==> src/rtl/ps2_keyboard_rx.sv <==
// Receive-only PS/2 keyboard front end: synchronises and de-glitches the pins,
// deserialises 11-bit odd-parity frames and holds the scan code under ready/rdn.
module ps2_keyboard_rx #(
    parameter int FILTER_LEN     = 4,
    parameter int TIMEOUT_CYCLES = 2500
) (
    input  logic       ps2i_clk,
    input  logic       ps2i_rst,
    input  logic       ps2i_kbd_clk,
    input  logic       ps2i_kbd_data,
    input  logic       ps2i_rdn,
    output logic       ps2o_data_ready,
    output logic [7:0] ps2o_scan_code,
    output logic       ps2o_frame_err,
    output logic       ps2o_overrun,
    output logic       ps2o_busy
);

    localparam int FCW = $clog2(FILTER_LEN + 1);
    localparam logic [15:0] TO_LAST = 16'(TIMEOUT_CYCLES - 1);

    typedef enum logic [1:0] {S_IDLE, S_DATA, S_PARITY, S_STOP} state_t;

    // Pin index 0 is the PS/2 clock, index 1 the PS/2 data.
    logic [1:0]     sync1_q, sync2_q, filt_q;
    logic [FCW-1:0] fcnt_q [2];
    logic           clk_prev_q;

    // NOTE: sequential state uses non-blocking assignments so every flop
    // samples the pre-edge value of its neighbours.
    always_ff @(posedge ps2i_clk or negedge ps2i_rst) begin
        if (!ps2i_rst) begin
            sync1_q    <= 2'b11;
            sync2_q    <= 2'b11;
            filt_q     <= 2'b11;
            fcnt_q[0]  <= '0;
            fcnt_q[1]  <= '0;
            clk_prev_q <= 1'b1;
        end else begin
            sync1_q    <= {ps2i_kbd_data, ps2i_kbd_clk};
            sync2_q    <= sync1_q;
            clk_prev_q <= filt_q[0];
            for (int i = 0; i < 2; i++) begin
                if (sync2_q[i] == filt_q[i]) begin
                    fcnt_q[i] <= '0;
                end else if (fcnt_q[i] == FCW'(FILTER_LEN - 1)) begin
                    filt_q[i] <= sync2_q[i];
                    fcnt_q[i] <= '0;
                end else begin
                    fcnt_q[i] <= fcnt_q[i] + 1'b1;
                end
            end
        end
    end

    logic kbd_fall;
    logic kbd_data;
    assign kbd_fall = clk_prev_q & ~filt_q[0];
    assign kbd_data = filt_q[1];

    state_t      state_q, state_d;
    logic [2:0]  bitcnt_q, bitcnt_d;
    logic [7:0]  shift_q, shift_d;
    logic        parity_ok_q, parity_ok_d;
    logic [15:0] timeout_q, timeout_d;
    logic        frame_err_q, frame_err_d;
    logic        data_ready_q, data_ready_d;
    logic [7:0]  scan_code_q, scan_code_d;
    logic        overrun_q, overrun_d;
    logic        good_frame;
    logic        rd_hit;

    always_ff @(posedge ps2i_clk or negedge ps2i_rst) begin
        if (!ps2i_rst) begin
            state_q      <= S_IDLE;
            bitcnt_q     <= '0;
            shift_q      <= '0;
            parity_ok_q  <= 1'b0;
            timeout_q    <= '0;
            frame_err_q  <= 1'b0;
            data_ready_q <= 1'b0;
            scan_code_q  <= '0;
            overrun_q    <= 1'b0;
        end else begin
            state_q      <= state_d;
            bitcnt_q     <= bitcnt_d;
            shift_q      <= shift_d;
            parity_ok_q  <= parity_ok_d;
            timeout_q    <= timeout_d;
            frame_err_q  <= frame_err_d;
            data_ready_q <= data_ready_d;
            scan_code_q  <= scan_code_d;
            overrun_q    <= overrun_d;
        end
    end

    assign rd_hit = data_ready_q & ~ps2i_rdn;

    always_comb begin
        // NOTE: every variable gets a default first so no path infers a latch.
        state_d      = state_q;
        bitcnt_d     = bitcnt_q;
        shift_d      = shift_q;
        parity_ok_d  = parity_ok_q;
        timeout_d    = timeout_q;
        frame_err_d  = 1'b0;
        good_frame   = 1'b0;
        data_ready_d = data_ready_q;
        scan_code_d  = scan_code_q;
        overrun_d    = overrun_q;

        if (state_q == S_IDLE || kbd_fall) begin
            timeout_d = '0;
        end else if (timeout_q == TO_LAST) begin
            state_d     = S_IDLE;
            timeout_d   = '0;
            frame_err_d = 1'b1;
        end else begin
            timeout_d = timeout_q + 16'd1;
        end

        if (kbd_fall) begin
            unique case (state_q)
                S_IDLE: begin
                    if (!kbd_data) begin
                        state_d  = S_DATA;
                        bitcnt_d = '0;
                    end else begin
                        frame_err_d = 1'b1;
                    end
                end
                S_DATA: begin
                    shift_d[bitcnt_q] = kbd_data;
                    if (bitcnt_q == 3'd7) state_d = S_PARITY;
                    else                  bitcnt_d = bitcnt_q + 3'd1;
                end
                S_PARITY: begin
                    parity_ok_d = ^shift_q ^ kbd_data;
                    state_d     = S_STOP;
                end
                S_STOP: begin
                    if (kbd_data && parity_ok_q) good_frame  = 1'b1;
                    else                         frame_err_d = 1'b1;
                    state_d = S_IDLE;
                end
                default: state_d = S_IDLE;
            endcase
        end

        // A read on the delivery edge frees the slot, so the new byte lands
        // without flagging an overrun.
        if (rd_hit) begin
            data_ready_d = 1'b0;
            overrun_d    = 1'b0;
        end
        if (good_frame) begin
            if (!data_ready_q || rd_hit) begin
                scan_code_d  = shift_q;
                data_ready_d = 1'b1;
            end else begin
                overrun_d = 1'b1;
            end
        end
    end

    assign ps2o_data_ready = data_ready_q;
    assign ps2o_scan_code  = scan_code_q;
    assign ps2o_frame_err  = frame_err_q;
    assign ps2o_overrun    = overrun_q;
    assign ps2o_busy       = (state_q != S_IDLE);

endmodule
==> config.mk <==
export PLATFORM = sky130hd
export DESIGN_NAME = ps2_keyboard_rx
export DESIGN_NICKNAME = d
export VERILOG_FILES = /design/src/rtl/ps2_keyboard_rx.sv
export SDC_FILE = /design/constraint.sdc
export NUM_CORES = 1
export LEC_CHECK = 0
export ABC_AREA = 0
export ABC_CLOCK_PERIOD_IN_PS = 2500
export BUFFER_PORTS_ARGS = -buffer_cell sky130_fd_sc_hd__buf_4
export CAP_MARGIN = 20
export CORE_ASPECT_RATIO = 1.4
export CORE_MARGIN = 5
export CORE_UTILIZATION = 33
export CTS_CLUSTER_DIAMETER = 30
export CTS_CLUSTER_SIZE = 14
export DETAILED_ROUTE_END_ITERATION = 7
export PLACE_DENSITY = 0.48
export SLEW_MARGIN = 20
export SYNTH_ARGS = -nofsm -noshare
export SYNTH_HDL_FRONTEND = slang
export SYNTH_SLANG_ARGS = --single-unit
==> constraint.sdc <==
create_clock -name ps2i_clk -period 2.5 [get_ports ps2i_clk]
set_clock_uncertainty 0.1 [all_clocks]
set_input_delay 0.375 -clock ps2i_clk [delete_from_list [all_inputs] [get_ports ps2i_clk]]
set_output_delay 0.375 -clock ps2i_clk [all_outputs]
set_load 0.01 [all_outputs]
==> reports/metrics.cfg <==
[floorplan]
rows = 37
die_x_um = 83.8
dieArea_sq_um = 9500
die_h_um = 113
initial_utilization_pct = 34.0
core_area_sq_um = 7410
pin_count = 17

[synth]
synth_cell_type_count = 37
synth_compound_area_share_pct = 4.32
synthXorXnorAreaFrac_pct = 7.85
synth_cells = 220
ys_seq_area_share_pct = 54.0
syn_nets = 235
synth_top_area_cell = dfrtp_1
synth_edf_count = 0
synthSimpleGateAreaFrac_pct = 17.6
synth_async_sr_flop_share_pct = 100
synth_flop_cell = dfrtp_1
syn-cell-area_sq_um = 2520
synth.avg_cell_area_sq_um = 11.4
synth_mux_area_share_pct = 9.24
yosys_warnings = 0
synth_top_area_share_pct = 46.7
ys_top_cells_by_area = dfrtp_1 47%, mux2_2 8.1%, dfstp_2 7.3%
synthAdderAreaFrac_pct = 4.97
synth-seq-cells = 54
synth_top_family_by_area = simple AND/OR/NAND/NOR gates

[clock_network]
numCtsBuffers = 5
holdBufCountCts = 0
cts_buffer_depth = 2
cts_resized = 0
clock_latency_ns = 0.31
cts.clk_slew.worst_paths_ns = 0.10
cts_max_level = 2
clkSinkCount = 54
root_buffer = clkbuf_8
cts_tree = yes
cts_setup_buffers = 0

[status]
status = complete, but fails checks
violations = negative hold slack

[sta]
timing.final.crit_share_pct = 81.5
hold_viol_final = 9
whs_ns = -0.0169
setup_viol = 0
tightest_slew_ns = 0.687
rsz0062_at_grt = false
fmax_ghz = 0.491
min_period_ns = 2.04
timing.final.max_slew_violations = 0
tns_ns = 0
max-slew-margin-rel_pct = 54.2

[setup_path]
required_ns = 2.60
crit_start = bitcnt_q[1]
critPathKind = register to register
cp.arrival_ns = 2.13
crit_path_end_kind = register
timing.rr.start = bitcnt_q[1]
critPathLaunchType = register
path_max_fanout = 6

[route]
wire_per_inst_um = 13.2
route.vias.total = 1628
drc = 0
wl_um = 4460
drtIter0Drc = 64
viasPerCell = 4.83
ant_nets = 0
first_pass_iters = 4

[power_and_ir_drop]
vdd_drop_max_v = 0.000286
p_leak_nw = 1.28
p_per_area_nw_per_um2 = 862

[placement]
gp_congestion = 0.795
dp.cells = 329
numPortBuffers = 16
dpl.hpwl_um = 3120

[finish]
nets = 254
antennaDiodeCount = 0
stdcell_count = 337
area_growth_pct = 13.6
drive_above_1_share_pct = 22.9

[grt]
antenna_found_initial = 0
grt_pass1_vias = 1708
grt_max_degree = 55
gr-total-overflow = 0
grt_first_pass_wirelength_um = 8050
grtUsageTotal_pct = 10.3

[worst_hold_path]
hold_path_class = input pin to asynchronous set/reset pin

[job]
cap_violations = 0

## sequential cells by signal, indices dropped and copies added (netlist names), 2 cells and up, named ones only
name / flops
fcnt_q: 6
state_q: 2
shift_q: 8
ps2o_scan_code: 8
bitcnt_q: 3
sync2_q: 2
sync1_q: 2
filt_q: 2
timeout_q: 16
## worst paths after layout
kind	endpoint	slack, ns	cells past startpoint
worst min-delay path	fcnt_q[2]	-0.02	1
worst min register to register	sync2_q[0]	0.26	0
min in group ps2i_clk	sync1_q[1]	0.07	1
worst max-delay path	bitcnt_q[0]	0.46	6
worst max register to register	bitcnt_q[0]	0.46	6
max in group asynchronous	state_q[1]	1.84	1
## through the flow
stage          area [sq um]  total power [mW]  utilization (%)  setup WS, ns
2_1_floorplan          2520              1.71                -         0.582
3_3_place_gp           2750              1.90             37.1         0.516
3_5_place_dp           2750              1.90             37.1         0.484
4_1_cts                2860              2.52             38.6         0.452
5_1_grt                2860              2.67             38.6         0.366
6_report               2860              2.46             38.6         0.463
## kinds of logic after synthesis
group,after synthesis
AOI/OAI and AO/OA,18
buffers and inverters,13
DFF,54
and+or+nand+nor,83
xor gates and xnor gates,21
muxes,21
adders and majority gates,10
## synthesized netlist by cell type, types with 2 or more instances
| cell type | count |
|---|---|
| nor2b_1 | 6 |
| o21ai_0 | 5 |
| o32ai_1 | 2 |
| a21oi_1 | 6 |
| xor2_1 | 5 |
| mux2_2 | 18 |
| nor2_1 | 16 |
| clkbuf_1 | 4 |
| inv_1 | 8 |
| dfrtp_1 | 47 |
| nor3b_1 | 5 |
| nand2_1 | 15 |
| xnor2_1 | 15 |
| mux2i_1 | 3 |
| nor4_1 | 5 |
| ha_1 | 10 |
| nor3_1 | 11 |
| dfstp_2 | 7 |
| nand3_1 | 10 |
| or3_1 | 2 |
| nand4_1 | 4 |
## worst max-delay path, stage by stage, from the launching register on
cell	delay (ns)
dfrtp_1	0.45
ha_1	0.21
ha_1	0.21
nand2_1	0.06
o21ai_0	0.08
a211oi_1	0.44
mux2_2	0.39
## layout make-up
| class | count | area (sq um) |
|---|---|---|
| fill | 756 | 4550 |
| sequential | 54 | 1360 |
| multi-input combinational | 153 | 1110 |
| timing repair buffer | 17 | 128 |
| tap | 97 | 121 |
| clock buffer | 5 | 68.8 |
| clock inverter | 3 | 43.8 |
| inverter | 8 | 30.0 |
## report_power, final
group	internal [mW]	switching, mW	leakage [nW]
combinational	0.325	0.379	0.504
clock	0.301	0.293	0.0585
sequential	1.03	0.138	0.715
total	1.65	0.811	1.28
## metal layers
metal	share of wire [%]	vias up	global-route usage [%]
met2	50	22	18.4
met4	1.7	0	3.86
met5	0	-	0
met3	3.6	5	2.26
li1	-	799	-
met1	44	802	12.2
## cells in the final DEF (no fill, tap or decap), types with 2 or more instances in the layout
cell,count
mux2_2,18
inv_1,8
dfrtp_1,47
dfstp_2,7
mux2i_1,3
nand2_1,15
nor4_1,5
ha_1,10
nor2b_1,6
a21oi_1,6
or3_1,2
o21ai_0,5
nor3_1,11
xnor2_1,15
buf_4,17
nor2_1,16
o32ai_1,2
nand3_1,10
nand4_1,4
clkbuf_8,5
xor2_1,5
nor3b_1,5
Note: power is estimated with default switching activity, not from simulation.
